<file path="config.mk">
export PLATFORM = sky130hd
export DESIGN_NAME = transient_shaper_v2
export DESIGN_NICKNAME = d
export VERILOG_FILES = /design/src/rtl/transient_shaper_v2.sv
export SDC_FILE = /design/constraint.sdc
export NUM_CORES = 1
export LEC_CHECK = 0
export BUFFER_PORTS_ARGS = -buffer_cell sky130_fd_sc_hd__buf_2
export CORE_MARGIN = 1
export CORE_UTILIZATION = 58
export CTS_BUF_LIST = sky130_fd_sc_hd__clkbuf_8
export DETAILED_ROUTE_END_ITERATION = 10
export PLACE_DENSITY = 0.76
export SLEW_MARGIN = 20
export SYNTH_ARGS = -nofsm -noshare
export SYNTH_HDL_FRONTEND = slang
export SYNTH_SLANG_ARGS = --single-unit
</file>
<file path="constraint.sdc">
create_clock -name clk -period 6.2 [get_ports clk]
set_input_delay 0.62 -clock clk [delete_from_list [all_inputs] [get_ports clk]]
set_output_delay 0.62 -clock clk [all_outputs]
set_load 0.05 [all_outputs]
</file>
<file path="src/rtl/transient_shaper_v2.sv">
// Transient shaper: fast/slow envelope followers drive an attack boost
// (fast minus slow) and a sustain boost (slow), added to the sample and clamped.
module transient_shaper_v2 #(
    parameter int IN_W    = 6,
    parameter int OUT_W   = 8,
    parameter int AMT_W   = 2,
    parameter int FRAC    = 4,
    parameter int FAST_SH = 1,
    parameter int SLOW_SH = 4
) (
    input  logic             clk,
    input  logic             rst_n,
    input  logic             ena,
    input  logic             in_valid,
    input  logic [IN_W-1:0]  audio_in,
    input  logic [AMT_W-1:0] attack_amt,
    input  logic [AMT_W-1:0] sustain_amt,
    input  logic             bypass,
    output logic [OUT_W-1:0] audio_out,
    output logic             out_valid,
    output logic             sat
);
    localparam int EW     = IN_W + FRAC;
    localparam int GROW_W = IN_W + AMT_W + 2;
    localparam int SUM_W  = (GROW_W > OUT_W + 1) ? GROW_W : OUT_W + 1;
    localparam logic [SUM_W-1:0] OUT_MAX = SUM_W'((64'd1 << OUT_W) - 64'd1);

    logic            accept;
    logic [EW-1:0]   x;

    assign accept = ena & in_valid;
    assign x      = {audio_in, {FRAC{1'b0}}};

    // One smoothing step toward x; a zero step while still below x is bumped
    // to +1 so the envelope settles exactly on x instead of stalling short.
    function automatic logic [EW-1:0] env_step(input logic [EW-1:0] env,
                                               input logic [EW-1:0] target,
                                               input int sh);
        logic signed [EW:0] diff;
        logic signed [EW:0] step;
        diff = $signed({1'b0, target}) - $signed({1'b0, env});
        step = diff >>> sh;
        if ((target > env) && (step == '0))
            step = (EW+1)'(1);
        return env + step[EW-1:0];
    endfunction

    for (genvar gi = 0; gi < 2; gi++) begin : env_gen
        localparam int SH = (gi == 0) ? FAST_SH : SLOW_SH;
        logic [EW-1:0] env_reg;

        always_ff @(posedge clk or negedge rst_n) begin
            if (!rst_n)
                env_reg <= '0;
            else if (accept)
                env_reg <= env_step(env_reg, x, SH);
        end
    end

    logic             s1_valid;
    logic [IN_W-1:0]  s1_sample;
    logic             s1_bypass;
    logic [AMT_W-1:0] s1_att;
    logic [AMT_W-1:0] s1_sus;

    always_ff @(posedge clk or negedge rst_n) begin
        if (!rst_n) begin
            s1_valid  <= 1'b0;
            s1_sample <= '0;
            s1_bypass <= 1'b0;
            s1_att    <= '0;
            s1_sus    <= '0;
        end else if (ena) begin
            s1_valid <= in_valid;
            if (in_valid) begin
                s1_sample <= audio_in;
                s1_bypass <= bypass;
                s1_att    <= attack_amt;
                s1_sus    <= sustain_amt;
            end
        end
    end

    // Envelope registers double as the stage-1 envelope snapshot: they only
    // move on accept, and stage 2 reads them one ena-edge after that accept.
    logic [IN_W-1:0]  ef;
    logic [IN_W-1:0]  es;
    logic [SUM_W-1:0] attack_boost;
    logic [SUM_W-1:0] sustain_boost;
    logic [SUM_W-1:0] sum;
    logic [SUM_W-1:0] sample_ext;
    logic [OUT_W-1:0] out_next;
    logic             sat_next;

    assign ef = env_gen[0].env_reg[EW-1:FRAC];
    assign es = env_gen[1].env_reg[EW-1:FRAC];

    always_comb begin
        attack_boost = '0;
        if (ef > es)
            attack_boost = SUM_W'(ef - es) * SUM_W'(s1_att);
        sustain_boost = (SUM_W'(es) * SUM_W'(s1_sus)) >> 1;
        sample_ext    = SUM_W'(s1_sample);
        sum           = sample_ext + attack_boost + sustain_boost;
        sat_next      = 1'b0;
        out_next      = sample_ext[OUT_W-1:0];
        if (!s1_bypass) begin
            sat_next = (sum > OUT_MAX);
            out_next = sat_next ? {OUT_W{1'b1}} : sum[OUT_W-1:0];
        end
    end

    always_ff @(posedge clk or negedge rst_n) begin
        if (!rst_n) begin
            audio_out <= '0;
            sat       <= 1'b0;
            out_valid <= 1'b0;
        end else if (ena) begin
            out_valid <= s1_valid;
            if (s1_valid) begin
                audio_out <= out_next;
                sat       <= sat_next;
            end
        end else begin
            out_valid <= 1'b0;
        end
    end

endmodule

</file>
-- After elaboration in Yosys (flattened, before gate mapping)
Index checks and enable logic that the tools add are counted.
- bits in writable memories: 0
- output and inout port bits: 10
- latch bits: 0
- memory bits (read-only): 0
- register bits after elaboration: 42
- memories: 0
- $add $sub $neg: 7
- muxes and demuxes: 9
- $lt $le $gt $ge: 4
- bitwise operators: 1
- multipliers: 2
- equality and inequality tests: 0
- shifts and indexed selects: 0
- divide/modulo/power cells: 0
- reduce and logical (&&, ||, !) cells: 6
- operators by type and width (kind ; number):
    $mux W10 ; 5
    $logic_not A11 Y1 ; 2
    $sub A10 B10 Y11 ; 2
    $add A10 B10 Y10 ; 2
    $gt A10 B10 Y1 ; 2
    $mux W8 ; 2
    $add A10 B7 Y10 ; 1
    $add A6 B10 Y10 ; 1
    $gt A10 B8 Y1 const B ; 1
    $mul A10 B2 Y10 ; 1
    $mul A6 B2 Y8 ; 1
    $sub A6 B6 Y7 ; 1
    $gt A6 B6 Y1 ; 1
    $reduce_and A2 Y1 ; 2
    $logic_and A1 B1 Y1 ; 2
    $mux W1 ; 2
    $and A1 B1 Y1 ; 1

-- Longest topological paths before layout
- depth after elaboration: 8
- depth in mapped cells: 25
- gate-level depth less buffers: 24

-- Worst setup path before layout
OpenSTA, ideal clock, no wires.
- path kind: flip-flop to flip-flop
- start point: reg env_gen[0].env_reg[4]
- end point: reg audio_out[5]
- stages on the path, launching flop included: 23
- setup time: 0.132 ns
- required time: 6.068 ns
- path slack: 1.599 ns
- data arrival time: 4.469 ns
- path through: dfrtp_1 -> inv_1 -> ha_1 -> inv_1 -> fa_1 -> and2_1 -> ha_1 -> fa_1 -> a21oi_1 -> nor2_1 -> o21a_1 -> nor3_1 -> fa_1 -> ha_1 -> a21boi_1 -> o21ai_0 -> nand2b_1 -> a21oi_1 -> xnor2_1 -> o31a_1 -> buf_2 -> o31ai_1 -> o21ai_1
- word-level cells in the longest chain between the ends: 8
- RTL lines (what ; RTL line ; RTL):
    start, declared ; 50 ; logic [EW-1:0] env_reg;
    start signal, assigned ; 56 ; env_reg <= env_step(env_reg, x, SH);
    $sub A6 B6 Y7 ; 101 ; attack_boost = SUM_W'(ef - es) * SUM_W'(s1_att);
    $mul A10 B2 Y10 ; 101 ;
    $mux W10 * ; 100 ; if (ef > es)
    $add A6 B10 Y10 * ; 104 ; sum = sample_ext + attack_boost + sustain_boost;
    $add A10 B7 Y10 * ; 104 ;
    $gt A10 B8 Y1 ; 108 ; sat_next = (sum > OUT_MAX);
    $mux W8 * ; 109 ; out_next = sat_next ? {OUT_W{1'b1}} : sum[OUT_W-1:0];
    $mux W8 * ; 107 ; if (!s1_bypass) begin
    end signal, assigned ; 121 ; audio_out <= out_next;
    end, declared ; 19 ; output logic [OUT_W-1:0] audio_out,
Every way passes the cells marked *; elsewhere a longest branch is shown, timed or not.
A chain may end at the register's enable or synchronous reset.

-- Worst setup path after layout
- start point: reg env_gen[0].env_reg[4]
- end point: reg audio_out[3]
The elaborated chain is that of the path after synthesis.

==> results.ini <==
[drt]
vias=3360
wl_mm=8.67
vias_per_cell=5.54
dr.pass1.iters=4
dr.first_iter.drc_count=124
route.detailed.drc=0
antenna_left=0
wl_per_cell_um=14.3

[min_path]
hold_path.class=in2async

[floorplanning]
start_util=0.615
die_x_um=87.8
rows=30
ios=25
die_y_um=87.8
die_area_mm2=0.00771
core_mm2=0.00694

[clocking]
hold_buffers=0
insertion_delay_ns=0.32
cts-root-buf=clkbuf_8
cts_max_level=2
ctsLongestPathBuffers=2
clkTransAtPathRegs_ns=0.10
cts_resized=0
cts-buffers-inserted=5
tritoncts=done
post-cts-setup-buffer-count=0
clock_sinks=42

[placed_design]
gp_congestion=0.867
dp_hpwl_mm=6.93
place.port_buffers=24

[timing]
drv_slew=0
slew_headroom=0.365
whs_ns=0.448
max_freq_mhz=199
rsz0062_at_grt=false
hold_violations=0
fin_crit_sh=0.810
finalSetupTns_ns=0
fin_crit_ns=5.02
worstMarginPinSlew_ns=0.952
setup_violations=0
fin_skew_ns=0.00906

[finish]
largest_reg_flops=20
area_delta_synth_final_pct=7.27
fill_cells=581
num_antenna_cells=0
finalNetCount=592
post-route-util=0.660
drive_gt1_frac=0.104

[flow_run]
max-cap-violations=0

[yosys]
synth-main-ff-cell=dfrtp_1
ys_seq_area_frac=0.246
mappedNetlistArea_mm2=0.00427
synth_fp_nets=568
postSynthAreaPerCell_um2=8.80
synth-async-reset-ratio=1.00
yosysWarnings=0
synth.distinct_cells=56
ys_seq_elements=42
synth_edf_count=0
syn-instance-count=485

[worst_setup_path]
crit_arrival_ns=5.20
crit_slowest_cell=fa_1
timing.rr.start=env_gen[0].env_reg[4]
r2r_cells=22
cp_max_fo=9
regToRegEndpoint=audio_out[3]
cp_cell_sequence=inv_1 > ha_1 > inv_1 > fa_1 > xor2_1 > and2_1 > ha_1 > a21o_1 > a21oi_1 > xnor2_1 > nor2_1 > fa_1 > ha_1 > inv_1 > o21ai_0 > a21oi_1 > o21bai_1 > a21oi_1 > or3_1 > o31a_1 > o31ai_1 > o21ai_0
cp-end-kind=register
worstSetupPathType=reg2reg
worstPathRequired_ns=6.38
critPathMaxStageDelay_ns=0.48
critPathLaunchType=register
r2r_setup_slack_ns=1.18

[global_routing]
grt_max_degree=50
overflow=0
grt_usage=0.250
grt_pass1_vias=3388
antenna_found_initial=0
grt_pass1_wl_mm=15.0

[run_status]
status=completed

[synthesized netlist by cell type, drive strengths merged, types with 2 or more instances]
cell type / count / area share
ha: 56 / 0.16
inv: 43 / 0.038
dfrtp: 42 / 0.25
o21ai: 40 / 0.048
nand2: 38 / 0.033
a21oi: 33 / 0.039
nor2: 31 / 0.027
and2: 28 / 0.041
xnor2: 27 / 0.055
xor2: 14 / 0.029
mux2: 13 / 0.034
fa: 12 / 0.056
o21bai: 12 / 0.021
nand2b: 10 / 0.015
a21o: 9 / 0.016
nor2b: 8 / 0.012
o31ai: 8 / 0.014
clkbuf: 7 / 0.0062
nand3: 5 / 0.0059
nor3: 5 / 0.0070
a21boi: 4 / 0.0070
nor3b: 4 / 0.0070
a22o: 2 / 0.0041
and3: 2 / 0.0029
mux2i: 2 / 0.0047
o21a: 2 / 0.0035
o31a: 2 / 0.0041
o41ai: 2 / 0.010
or2: 2 / 0.0029
or4: 2 / 0.0035
[routing by layer]
| layer | global-route usage | vias up | part of all wire |
|---|---|---|---|
| met5 | 0 | - | 0 |
| met3 | 0.0405 | 24 | 0.039 |
| met1 | 0.286 | 1546 | 0.43 |
| li1 | - | 1728 | - |
| met2 | 0.459 | 62 | 0.50 |
| met4 | 0.103 | 0 | 0.027 |
[cells in the final DEF, fill, tap and decap left out, types with 2 or more instances in the layout]
master	Yosys	routed
nor2_1	31	31
xor2_1	14	14
or4_1	2	2
nor2b_1	8	8
clkbuf_8	0	5
dfrtp_1	42	42
ha_1	56	56
and2_1	28	28
o21ai_1	4	4
a22o_1	2	2
o21a_1	2	2
nand2_1	38	38
a21oi_1	33	33
nand3_1	5	5
mux2_2	13	13
nand2b_1	10	10
o31a_1	2	2
xnor2_1	27	27
buf_2	1	24
o21bai_1	12	12
fa_1	12	12
nor3b_1	4	4
a21boi_1	3	3
and3_1	2	2
a21o_1	9	9
inv_1	43	43
mux2i_1	2	2
o21ai_0	35	35
o31ai_1	8	8
nor3_1	4	4
[cells by family (layout without fill, tap and decap cells)]
logic type | count (synthesis) | in the layout | synth area share
multiplexers | 15 | 15 | 0.0390
adder cells (fa/ha/maj) | 68 | 68 | 0.220
buffers and inverters | 51 | 76 | 0.0451
AO/OA/AOI/OAI | 127 | 127 | 0.196
AND/OR/NAND/NOR | 141 | 141 | 0.170
flip-flops | 42 | 42 | 0.246
XOR/XNOR | 41 | 41 | 0.0841
[worst max-delay path: cells and delay by family, from the launching register on]
family / cells / cell delay, ns
fa+ha+maj: 5 / 1.68
buf+inv: 3 / 0.21
simple gates: 3 / 0.62
flops: 1 / 0.42
xor+xnor: 2 / 0.35
compound gates: 9 / 1.62
[cell type report]
type	count	area, um2	share of cell area
well taps	96	120	0.0262
clock buffers	5	68.8	0.0150
clock inverters	3	25.0	0.00546
repair buffers	25	128	0.0279
flip-flops and latches	42	1050	0.229
multi-input cells	392	3030	0.661
inverters	43	161	0.0352
[worst max-delay path by stage]
stage                           from      endpoint  slack, ns  cells after the start
2_1_floorplan  env_gen[0].env_reg[4]  audio_out[5]       1.60                     22
3_3_place_gp   env_gen[0].env_reg[4]  audio_out[4]       1.32                     24
3_5_place_dp   env_gen[0].env_reg[4]  audio_out[3]       1.23                     24
4_1_cts        env_gen[0].env_reg[4]  audio_out[3]       1.20                     24
5_1_grt        env_gen[0].env_reg[4]  audio_out[5]       0.75                     24
6_report       env_gen[0].env_reg[4]  audio_out[3]       1.18                     22
[per-stage QoR]
stage / worst slack (ns) / cells / cell area (um2)
after floorplan: 1.60 / 485 / 4270
after global placement: 1.32 / 598 / 4490
after detailed placement: 1.23 / 598 / 4490
after CTS: 1.20 / 606 / 4580
after global routing: 0.747 / 606 / 4580
final: 1.18 / 606 / 4580
Power is left out: the tool's default activity adds up to more than one toggle a clock period on the data nets, which glitch-free logic cannot reach.
